File: src/rtl/fixedpt_butterfly_pkg.sv
// ============================================================================
// fixedpt_butterfly_pkg : shared fixed-point constants and FIFO occupancy code
// Rev 1.0
// ============================================================================
`default_nettype none

package fixedpt_butterfly_pkg;

  localparam int DEF_N = 32;
  localparam int DEF_D = 16;

  typedef enum logic [1:0] {
    OCC_EMPTY = 2'd0,
    OCC_ONE   = 2'd1,
    OCC_FULL  = 2'd2
  } occ_e;

endpackage

`default_nettype wire

File: src/rtl/fixedpt_butterfly_fifo.sv
// ============================================================================
// fixedpt_butterfly_fifo : 2-entry in-order FIFO, val/rdy on both sides
// Rev 1.0
// ============================================================================
`default_nettype none

module fixedpt_butterfly_fifo
  import fixedpt_butterfly_pkg::*;
#(
  parameter int width = 4 * DEF_N
) (
  input  logic             clk,
  input  logic             rst,
  input  logic             i_enq_val,
  output logic             o_enq_rdy,
  input  logic [width-1:0] i_enq_data,
  output logic             o_deq_val,
  input  logic             i_deq_rdy,
  output logic [width-1:0] o_deq_data
);

  occ_e             r_state;
  occ_e             w_state_nxt;
  logic [width-1:0] r_head;
  logic [width-1:0] r_tail;
  logic             w_enq;
  logic             w_deq;
  logic             w_load_head;
  logic             w_load_tail;
  logic             w_shift;

  assign o_enq_rdy  = (r_state != OCC_FULL);
  assign o_deq_val  = (r_state != OCC_EMPTY);
  assign o_deq_data = r_head;
  assign w_enq      = i_enq_val & o_enq_rdy;
  assign w_deq      = i_deq_rdy & o_deq_val;

  always_ff @(posedge clk) begin
    if (rst) begin
      r_state <= OCC_EMPTY;
    end else begin
      r_state <= w_state_nxt;
    end
  end

  // Head always holds the oldest entry; tail is used only when FULL.
  always_comb begin
    w_state_nxt = r_state;
    w_load_head = 1'b0;
    w_load_tail = 1'b0;
    w_shift     = 1'b0;
    case (r_state)
      OCC_EMPTY: begin
        if (w_enq) begin
          w_state_nxt = OCC_ONE;
          w_load_head = 1'b1;
        end
      end
      OCC_ONE: begin
        if (w_enq && w_deq) begin
          w_load_head = 1'b1;
        end else if (w_enq) begin
          w_state_nxt = OCC_FULL;
          w_load_tail = 1'b1;
        end else if (w_deq) begin
          w_state_nxt = OCC_EMPTY;
        end
      end
      OCC_FULL: begin
        if (w_deq) begin
          w_state_nxt = OCC_ONE;
          w_shift     = 1'b1;
        end
      end
      default: w_state_nxt = OCC_EMPTY;
    endcase
  end

  always_ff @(posedge clk) begin
    if (rst) begin
      r_head <= '0;
      r_tail <= '0;
    end else begin
      if (w_load_head) begin
        r_head <= i_enq_data;
      end else if (w_shift) begin
        r_head <= r_tail;
      end
      if (w_load_tail) begin
        r_tail <= i_enq_data;
      end
    end
  end

endmodule

`default_nettype wire

File: src/rtl/fixedpt_butterfly.sv
// ============================================================================
// fixedpt_butterfly : radix-2 fixed-point butterfly (a+p, a-p) with output FIFO
// Rev 1.0
// ============================================================================
`default_nettype none

module fixedpt_butterfly
  import fixedpt_butterfly_pkg::*;
#(
  parameter int n     = DEF_N,
  parameter int d     = DEF_D,
  parameter bit scale = 1'b0
) (
  input  logic         clk,
  input  logic         reset,
  input  logic         recv_val,
  output logic         recv_rdy,
  input  logic [n-1:0] ar,
  input  logic [n-1:0] ac,
  input  logic [n-1:0] pr,
  input  logic [n-1:0] pc,
  output logic         send_val,
  input  logic         send_rdy,
  output logic [n-1:0] c0r,
  output logic [n-1:0] c0c,
  output logic [n-1:0] c1r,
  output logic [n-1:0] c1c,
  input  logic         clr_ovf,
  output logic         ovf
);

  localparam int W = 4 * n;

  if (n < 2 || d < 0 || d >= n) begin : g_param_check
    $error("fixedpt_butterfly: invalid n/d combination");
  end

  logic [n:0]   w_s0r;
  logic [n:0]   w_s0c;
  logic [n:0]   w_s1r;
  logic [n:0]   w_s1c;
  logic [n-1:0] w_c0r;
  logic [n-1:0] w_c0c;
  logic [n-1:0] w_c1r;
  logic [n-1:0] w_c1c;
  logic         w_wrap_ovf;
  logic         w_ovf_evt;
  logic         w_accept;
  logic [W-1:0] w_enq_data;
  logic [W-1:0] w_deq_data;
  logic         r_ovf;

  assign w_s0r = {ar[n-1], ar} + {pr[n-1], pr};
  assign w_s0c = {ac[n-1], ac} + {pc[n-1], pc};
  assign w_s1r = {ar[n-1], ar} - {pr[n-1], pr};
  assign w_s1c = {ac[n-1], ac} - {pc[n-1], pc};

  // Scaled mode keeps the carry bit and drops the LSB (floor divide by 2).
  assign w_c0r = scale ? w_s0r[n:1] : w_s0r[n-1:0];
  assign w_c0c = scale ? w_s0c[n:1] : w_s0c[n-1:0];
  assign w_c1r = scale ? w_s1r[n:1] : w_s1r[n-1:0];
  assign w_c1c = scale ? w_s1c[n:1] : w_s1c[n-1:0];

  assign w_wrap_ovf = (w_s0r[n] ^ w_s0r[n-1]) | (w_s0c[n] ^ w_s0c[n-1]) |
                      (w_s1r[n] ^ w_s1r[n-1]) | (w_s1c[n] ^ w_s1c[n-1]);
  assign w_ovf_evt  = !scale && w_wrap_ovf;

  assign w_accept   = recv_val & recv_rdy;
  assign w_enq_data = {w_c0r, w_c0c, w_c1r, w_c1c};

  // A new overflow wins over a simultaneous clear.
  always_ff @(posedge clk) begin
    if (reset) begin
      r_ovf <= 1'b0;
    end else if (w_accept && w_ovf_evt) begin
      r_ovf <= 1'b1;
    end else if (clr_ovf) begin
      r_ovf <= 1'b0;
    end
  end

  assign ovf = r_ovf;

  fixedpt_butterfly_fifo #(
    .width (W)
  ) u_fifo (
    .clk        (clk),
    .rst        (reset),
    .i_enq_val  (recv_val),
    .o_enq_rdy  (recv_rdy),
    .i_enq_data (w_enq_data),
    .o_deq_val  (send_val),
    .i_deq_rdy  (send_rdy),
    .o_deq_data (w_deq_data)
  );

  assign c0r = w_deq_data[4*n-1:3*n];
  assign c0c = w_deq_data[3*n-1:2*n];
  assign c1r = w_deq_data[2*n-1:n];
  assign c1c = w_deq_data[n-1:0];

endmodule

`default_nettype wire
File: config.mk
export PLATFORM = sky130hd
export DESIGN_NAME = fixedpt_butterfly
export DESIGN_NICKNAME = d
export VERILOG_FILES = /design/src/rtl/fixedpt_butterfly_pkg.sv /design/src/rtl/fixedpt_butterfly_fifo.sv /design/src/rtl/fixedpt_butterfly.sv
export SDC_FILE = /design/constraint.sdc
export NUM_CORES = 1
export LEC_CHECK = 0
export BUFFER_PORTS_ARGS = -buffer_cell sky130_fd_sc_hd__buf_2
export CAP_MARGIN = 10
export CORE_MARGIN = 5
export CORE_UTILIZATION = 30
export CTS_CLUSTER_SIZE = 20
export DETAILED_ROUTE_END_ITERATION = 7
export PLACE_DENSITY = 0.59
export SLEW_MARGIN = 20
export SYNTH_ARGS = -nofsm -noshare
export SYNTH_HDL_FRONTEND = slang
export SYNTH_SLANG_ARGS = --single-unit
File: constraint.sdc
create_clock -name clk -period 6.6 [get_ports clk]
set_input_delay 0.33 -clock clk [delete_from_list [all_inputs] [get_ports clk]]
set_output_delay 0.33 -clock clk [all_outputs]
set_load 0.01 [all_outputs]
; Yosys cells after proc, flatten, opt, wreduce, memory -nomap -nowiden
; Cells that the tools add are included.
; Widths: inputs -> output; s select.
[word_totals]
wordCells = 48
ff_bits = 259
[classes]
n_reduce_logical = 7
mux = 17
bitwise_logic = 9
n_addsub = 4
n_eq_ne = 7
[op_table]
columns = op, count
row1 = $mux 128, 2
row2 = $add 32x32->33, 2
row3 = $sub 32x32->33, 2
row4 = $mux 2, 5
row5 = $mux 1, 8
row6 = $pmux 2 s3, 1
row7 = $reduce_bool 2->1, 3
row8 = $ne 2x1->1 const B, 2
row9 = $ne 2x2->1 const B, 2
row10 = $reduce_and 4->1, 1
row11 = $xor 1x1->1, 4
row12 = $ne 3x1->1 const B, 1
row13 = $or 1x1->1, 3
row14 = $and 1x1->1, 2
row15 = $eq 2x1->1 const B, 1
row16 = $eq 2x2->1 const B, 1
row17 = $logic_and 1x1->1, 2
row18 = $logic_not 2->1, 1
row19 = $pmux 1 s2, 1

; Logic depth before layout (Yosys ltp)
[depth]
word_depth = 7
ltp_mapped = 13
ltp_nobuf = 13

; Hierarchy
; Synthesis repeated with hierarchy kept, for this count alone.
[unflattened]
hier_cells = 2044
area_unflattened_um2 = 16652.2
[by_module_without_submodules]
columns = mod, instances, area_each_um2, cells_each
row1 = fixedpt_butterfly_fifo, 1, 9862.0, 1018
row2 = fixedpt_butterfly, 1, 6790.3, 1026

; Least setup slack after synthesis
; OpenSTA, ideal clock, no wires.
[synth_timing]
path_type = in2reg
startpoint = input port pc[16]
endpoint = register r_ovf (netlist: ovf)
setup_slack_ns = 3.369
stages = 13
t_arrival_ns = 3.106
n_path_buf = 1
t_required_ns = 6.475
path_cell_list = inv_1 > ha_1 > buf_6 > or3_4 > or4_4 > a2111oi_2 > nor3_1 > a31oi_1 > o21ai_2 > o31ai_4 > a21oi_1 > o21a_1 > o41a_1
[synth_via]
elab_chain_len = 7
elab_cells_between_ends = 10
classes_between = 2 x add/sub / 1 x mux / 5 x bitwise / 2 x reduce/logical
[synth_rtl]
columns = element, line_no
row1 = from (decl), fixedpt_butterfly.sv:21  ; input logic [n-1:0] pc,
row2 = $add 32x32->33, fixedpt_butterfly.sv:54  ; assign w_s0c = {ac[n-1], ac} + {pc[n-1], pc};
row3 = $xor 1x1->1, fixedpt_butterfly.sv:64  ; assign w_wrap_ovf = (w_s0r[n] ^ w_s0r[n-1]) | (w_s0c[n] ^ w_s0c[n-1]) |
row4 = $or 1x1->1 (2 in a row), fixedpt_butterfly.sv:64
row5 = $or 1x1->1 *, fixedpt_butterfly.sv:65  ; (w_s1r[n] ^ w_s1r[n-1]) | (w_s1c[n] ^ w_s1c[n-1]);
row6 = $logic_and 1x1->1 *, fixedpt_butterfly.sv:75  ; end else if (w_accept && w_ovf_evt) begin
row7 = $mux 1 or $reduce_bool 2->1 (tied branches), --
row8 = to (signal assigned), fixedpt_butterfly.sv:74  ; r_ovf <= 1'b0;
row9 = to (signal assigned), fixedpt_butterfly.sv:76  ; r_ovf <= 1'b1;
row10 = to (signal assigned), fixedpt_butterfly.sv:78  ; r_ovf <= 1'b0;
row11 = to (decl), fixedpt_butterfly.sv:51  ; logic r_ovf;
; Mark *: on every way between the ends. The rest lies on a longest branch, timed or not.
; A chain may end at the register's enable or synchronous reset.

; Final worst setup path
[layout_timing]
startpoint = input port ar[0]
endpoint = register r_ovf (netlist: ovf)
[layout_via]
elab_chain_len = 7
elab_cells_between_ends = 10
classes_between = 2 x add/sub / 1 x mux / 5 x bitwise / 2 x reduce/logical
[layout_rtl]
columns = element, line_no
row1 = from (decl), fixedpt_butterfly.sv:18  ; input logic [n-1:0] ar,
row2 = $add 32x32->33, fixedpt_butterfly.sv:53  ; assign w_s0r = {ar[n-1], ar} + {pr[n-1], pr};
row3 = $xor 1x1->1, fixedpt_butterfly.sv:64
row4 = $or 1x1->1, fixedpt_butterfly.sv:64
row5 = $or 1x1->1 *, fixedpt_butterfly.sv:64
row6 = $or 1x1->1 *, fixedpt_butterfly.sv:65
row7 = $logic_and 1x1->1 *, fixedpt_butterfly.sv:75
row8 = $mux 1 or $reduce_bool 2->1 (tied branches), --
; Marked as above.

==> impl_metrics.py <==
metrics = {
    "grt": {
        "gr-total-overflow": 0,
        "track_usage_pct": 18.4,
        "grt_antenna_before_repair": 1,
        "grt_start_max_net_pins": 92,
        "first_global_vias": 15900,
        "grt_pass1_wl_um": 88700,
    },
    "final_layout": {
        "finish.utilization_pct": 35.5,
        "layout.cells.most_common": "sky130_fd_sc_hd__nand2_1",
        "diodes": 0,
        "mostFrequentLayoutCells": "299 x sky130_fd_sc_hd__nand2_1, 290 x sky130_fd_sc_hd__a21oi_1, 262 x sky130_fd_sc_hd__buf_2",
        "final_layout_size_suffix_gt1_share_pct": 15.2,
        "areaGrowthSynthToFinish_pct": 18.0,
        "finish.net_count": 2575,
    },
    "power_and_ir_drop": {
        "cellPowerDensity_nw_per_um2": 259,
        "switchingPower_mw": 1.62,
        "portion_of_total_power_attributed_to_the_clock_network_pct": 39.2,
        "p_leak_nw": 8.06,
        "sw_frac_of_total_pct": 32.8,
        "power.internal_mw": 3.32,
        "max-vdd-ir-drop_v": 0.000205,
        "pwr-share-seq_pct": 35.0,
        "comb_power_share_pct": 25.8,
    },
    "timing": {
        "fin_setup_tns_ns": 0,
        "final_critical_path_required_period_ns": 3.71,
        "slew_violations": 0,
        "skew_ns": 0.0114,
        "setup_viol": 0,
        "number_of_failing_hold_endpoints_at_the_final_stage": 0,
        "tightestPinTransition_ns": 1.05,
        "maxClockFrequency_ghz": 0.270,
        "whs_ns": 0.159,
        "max_slew_margin_pct": 30.0,
        "rsz0062_at_grt": "no",
        "fin_crit_sh_pct": 56.2,
    },
    "synth": {
        "syn-instance-count": 2144,
        "postSynth.topFlopCell": "sky130_fd_sc_hd__dfxtp_1",
        "postSynthRegisterBits": 255,
        "synthDistinctLibCells": 72,
        "synthesis.nets": 2409,
        "synth_sequential_area_ratio_pct": 31.6,
        "ys_warn_count": 0,
        "postSynth.asyncResetShare_pct": 0,
        "synthesis.area_per_instance_um2": 7.53,
        "syn-cell-area_um2": 16100,
        "synth-edff-count": 0,
    },
    "route": {
        "dr.pass1.iters": 5,
        "post-route-drc-count": 0,
        "post_dr_vias_cell": 5.28,
        "wl_per_cell_um": 18.7,
        "drt_iter0_markers": 1204,
        "wirelength_um": 56700,
        "num_vias": 16000,
        "antenna_violating_nets_post_route": 0,
    },
    "critical_path": {
        "r2r_setup_slack_ns": 3.65,
        "critical_path.startpoint_type": "primary input",
        "crit_chain": "buf_2, inv_1, ha_1, fa_1, nor2b_1, o211ai_1, a31oi_1, a31oi_1, o31ai_1, a31oi_1, o211ai_1, xnor2_1, nand3_1, o41a_1",
        "critical_path.top_delay_family": "compound AO/OA/AOI/OAI gates",
        "capturing_element_type_of_the_critical_path": "register",
        "timing.critical_path.arrival_ns": 4.12,
        "timing_worst_setup_path_type": "primary input to register",
        "crit_path_frequent_cell": "sky130_fd_sc_hd__a31oi_1",
        "timing.critical_path.buf_inv": 2,
        "master_of_the_slowest_instance_on_the_critical_path": "sky130_fd_sc_hd__o31ai_1",
        "worstPathMaxFanout": 4,
        "cpPeakStageDelay_ns": 0.70,
        "worst_ep_required_time_ns": 7.02,
    },
    "cts": {
        "total_number_of_clock_tree_sinks": 255,
        "post_cts_resize_count": 0,
        "cts_max_path_buffers": 3,
        "cts_hold_repair.buffers": 1,
        "numCtsBuffers": 34,
        "cts_tree": "yes",
        "cts_root_buffer": "sky130_fd_sc_hd__clkbuf_16",
        "worst_setup_hold_path_clk_slew_ns": 0.06,
        "cts-htree-levels": 2,
        "cts_setup_buffers": 0,
        "clock_insertion_delay_worst_skew_ns": 0.54,
    },
    "die": {
        "fp.dieArea_um2": 58500,
        "initial_core_util_pct": 30.1,
        "floorplan.die.width_um": 242,
        "core_um2": 53600,
        "ios": 264,
        "core.rowCount": 85,
        "die_h_um": 242,
    },
    "status": {
        "outcome": "completed",
    },
    "job": {
        "drv.max_cap_violation_count": 0,
    },
    "placement": {
        "dpl.hpwl_um": 40200,
        "routabilityCongestion": 0.902,
        "io_buffer_count": 263,
    },
    "worst_hold_path": {
        "worst_hold_check_path_type": "primary input to register",
    },
}
==> path summary, 6_finish.rpt <==
kind,startpoint,endpoint,cells past startpoint
max reg2reg,u_fifo.r_state[1],u_fifo.o_deq_data[30],6
max,ar[0],ovf,14
min,pr[0],u_fifo.r_tail[32],3
min reg2reg,u_fifo.o_deq_data[2],u_fifo.o_deq_data[2],2
==> layer usage <==
metal  vias to the layer above  GRT usage [%]  routed length (um)
li1                       7797              -                   -
met1                      7615           23.2               24500
met2                       482           31.3               26900
met3                       105           3.12                3150
met4                         2           7.45                2150
met5                         -              0                   7
==> cell type report <==
cell class | count | area (um^2)
tap | 696 | 871
clock buffer | 43 | 916
fill | 5683 | 34600
sequential | 255 | 5100
timing repair buffer | 276 | 1420
multi-input combinational | 1621 | 10000
inverter | 122 | 458
clock inverter | 18 | 235
==> kinds of logic after synthesis <==
| group | Yosys count | share of synthesized area (%) |
|---|---|---|
| AO/OA/AOI/OAI | 688 | 27.0 |
| AND/OR/NAND/NOR | 684 | 18.2 |
| buffers and inverters | 268 | 6.41 |
| flip-flops | 255 | 31.6 |
| adder cells (fa/ha/maj) | 132 | 10.4 |
| XOR/XNOR | 115 | 6.24 |
| multiplexers | 2 | 0.132 |
==> state kept, by name, summed over array words and instances, names as in the netlist <==
name	count
ovf	1
u_fifo.r_state	2
u_fifo.r_tail	126
u_fifo.o_deq_data	126
==> through the flow <==
step | instance area (um^2) | setup slack, ns | total power, mW | instances
2_1_floorplan | 16100 | 3.37 | 2.59 | 2144
3_3_place_gp | 17900 | 2.49 | 3.01 | 2969
3_5_place_dp | 17900 | 2.35 | 3.03 | 2969
4_1_cts | 19000 | 2.92 | 4.99 | 3031
5_1_grt | 19000 | 2.79 | 5.18 | 3031
6_report | 19000 | 2.89 | 4.93 | 3031
==> tightest hold or removal path, cell delays in order <==
cell                       delay (ns)
sky130_fd_sc_hd__buf_2           0.10
sky130_fd_sc_hd__ha_1            0.15
sky130_fd_sc_hd__a211oi_1        0.07
==> synth_stat cells (all sizes together), types with 8 or more instances <==
master | instances | area, um^2
nand2 | 300 | 1130
a221oi | 15 | 131
ha | 128 | 1600
a211oi | 19 | 143
buf | 25 | 121
xnor2 | 96 | 841
or3 | 8 | 55.1
o21ai | 75 | 379
nand3 | 14 | 70.1
xor2 | 19 | 166
nor2b | 24 | 150
a21oi | 290 | 1450
a21o | 23 | 173
clkbuf | 121 | 454
nor3 | 56 | 280
o21a | 13 | 97.6
nor2 | 214 | 803
nand2b | 18 | 113
o22ai | 11 | 68.8
dfxtp | 255 | 5100
inv | 120 | 450
or2 | 9 | 56.3
and3 | 11 | 68.8
nor4 | 10 | 62.6
a31oi | 19 | 119
o31ai | 12 | 104
o21bai | 26 | 195
a22oi | 116 | 871
o211ai | 10 | 75.1
==> power groups by stage <==
stage	Sequential (mW)	Combinational (mW)	Clock, mW
floorplan	1.78	0.812	0
global placement	1.75	1.26	0
detailed placement	1.76	1.27	0
CTS	1.73	1.28	1.99
global route	1.74	1.41	2.04
finish	1.73	1.27	1.93
Power figures use the tool's default switching activity.
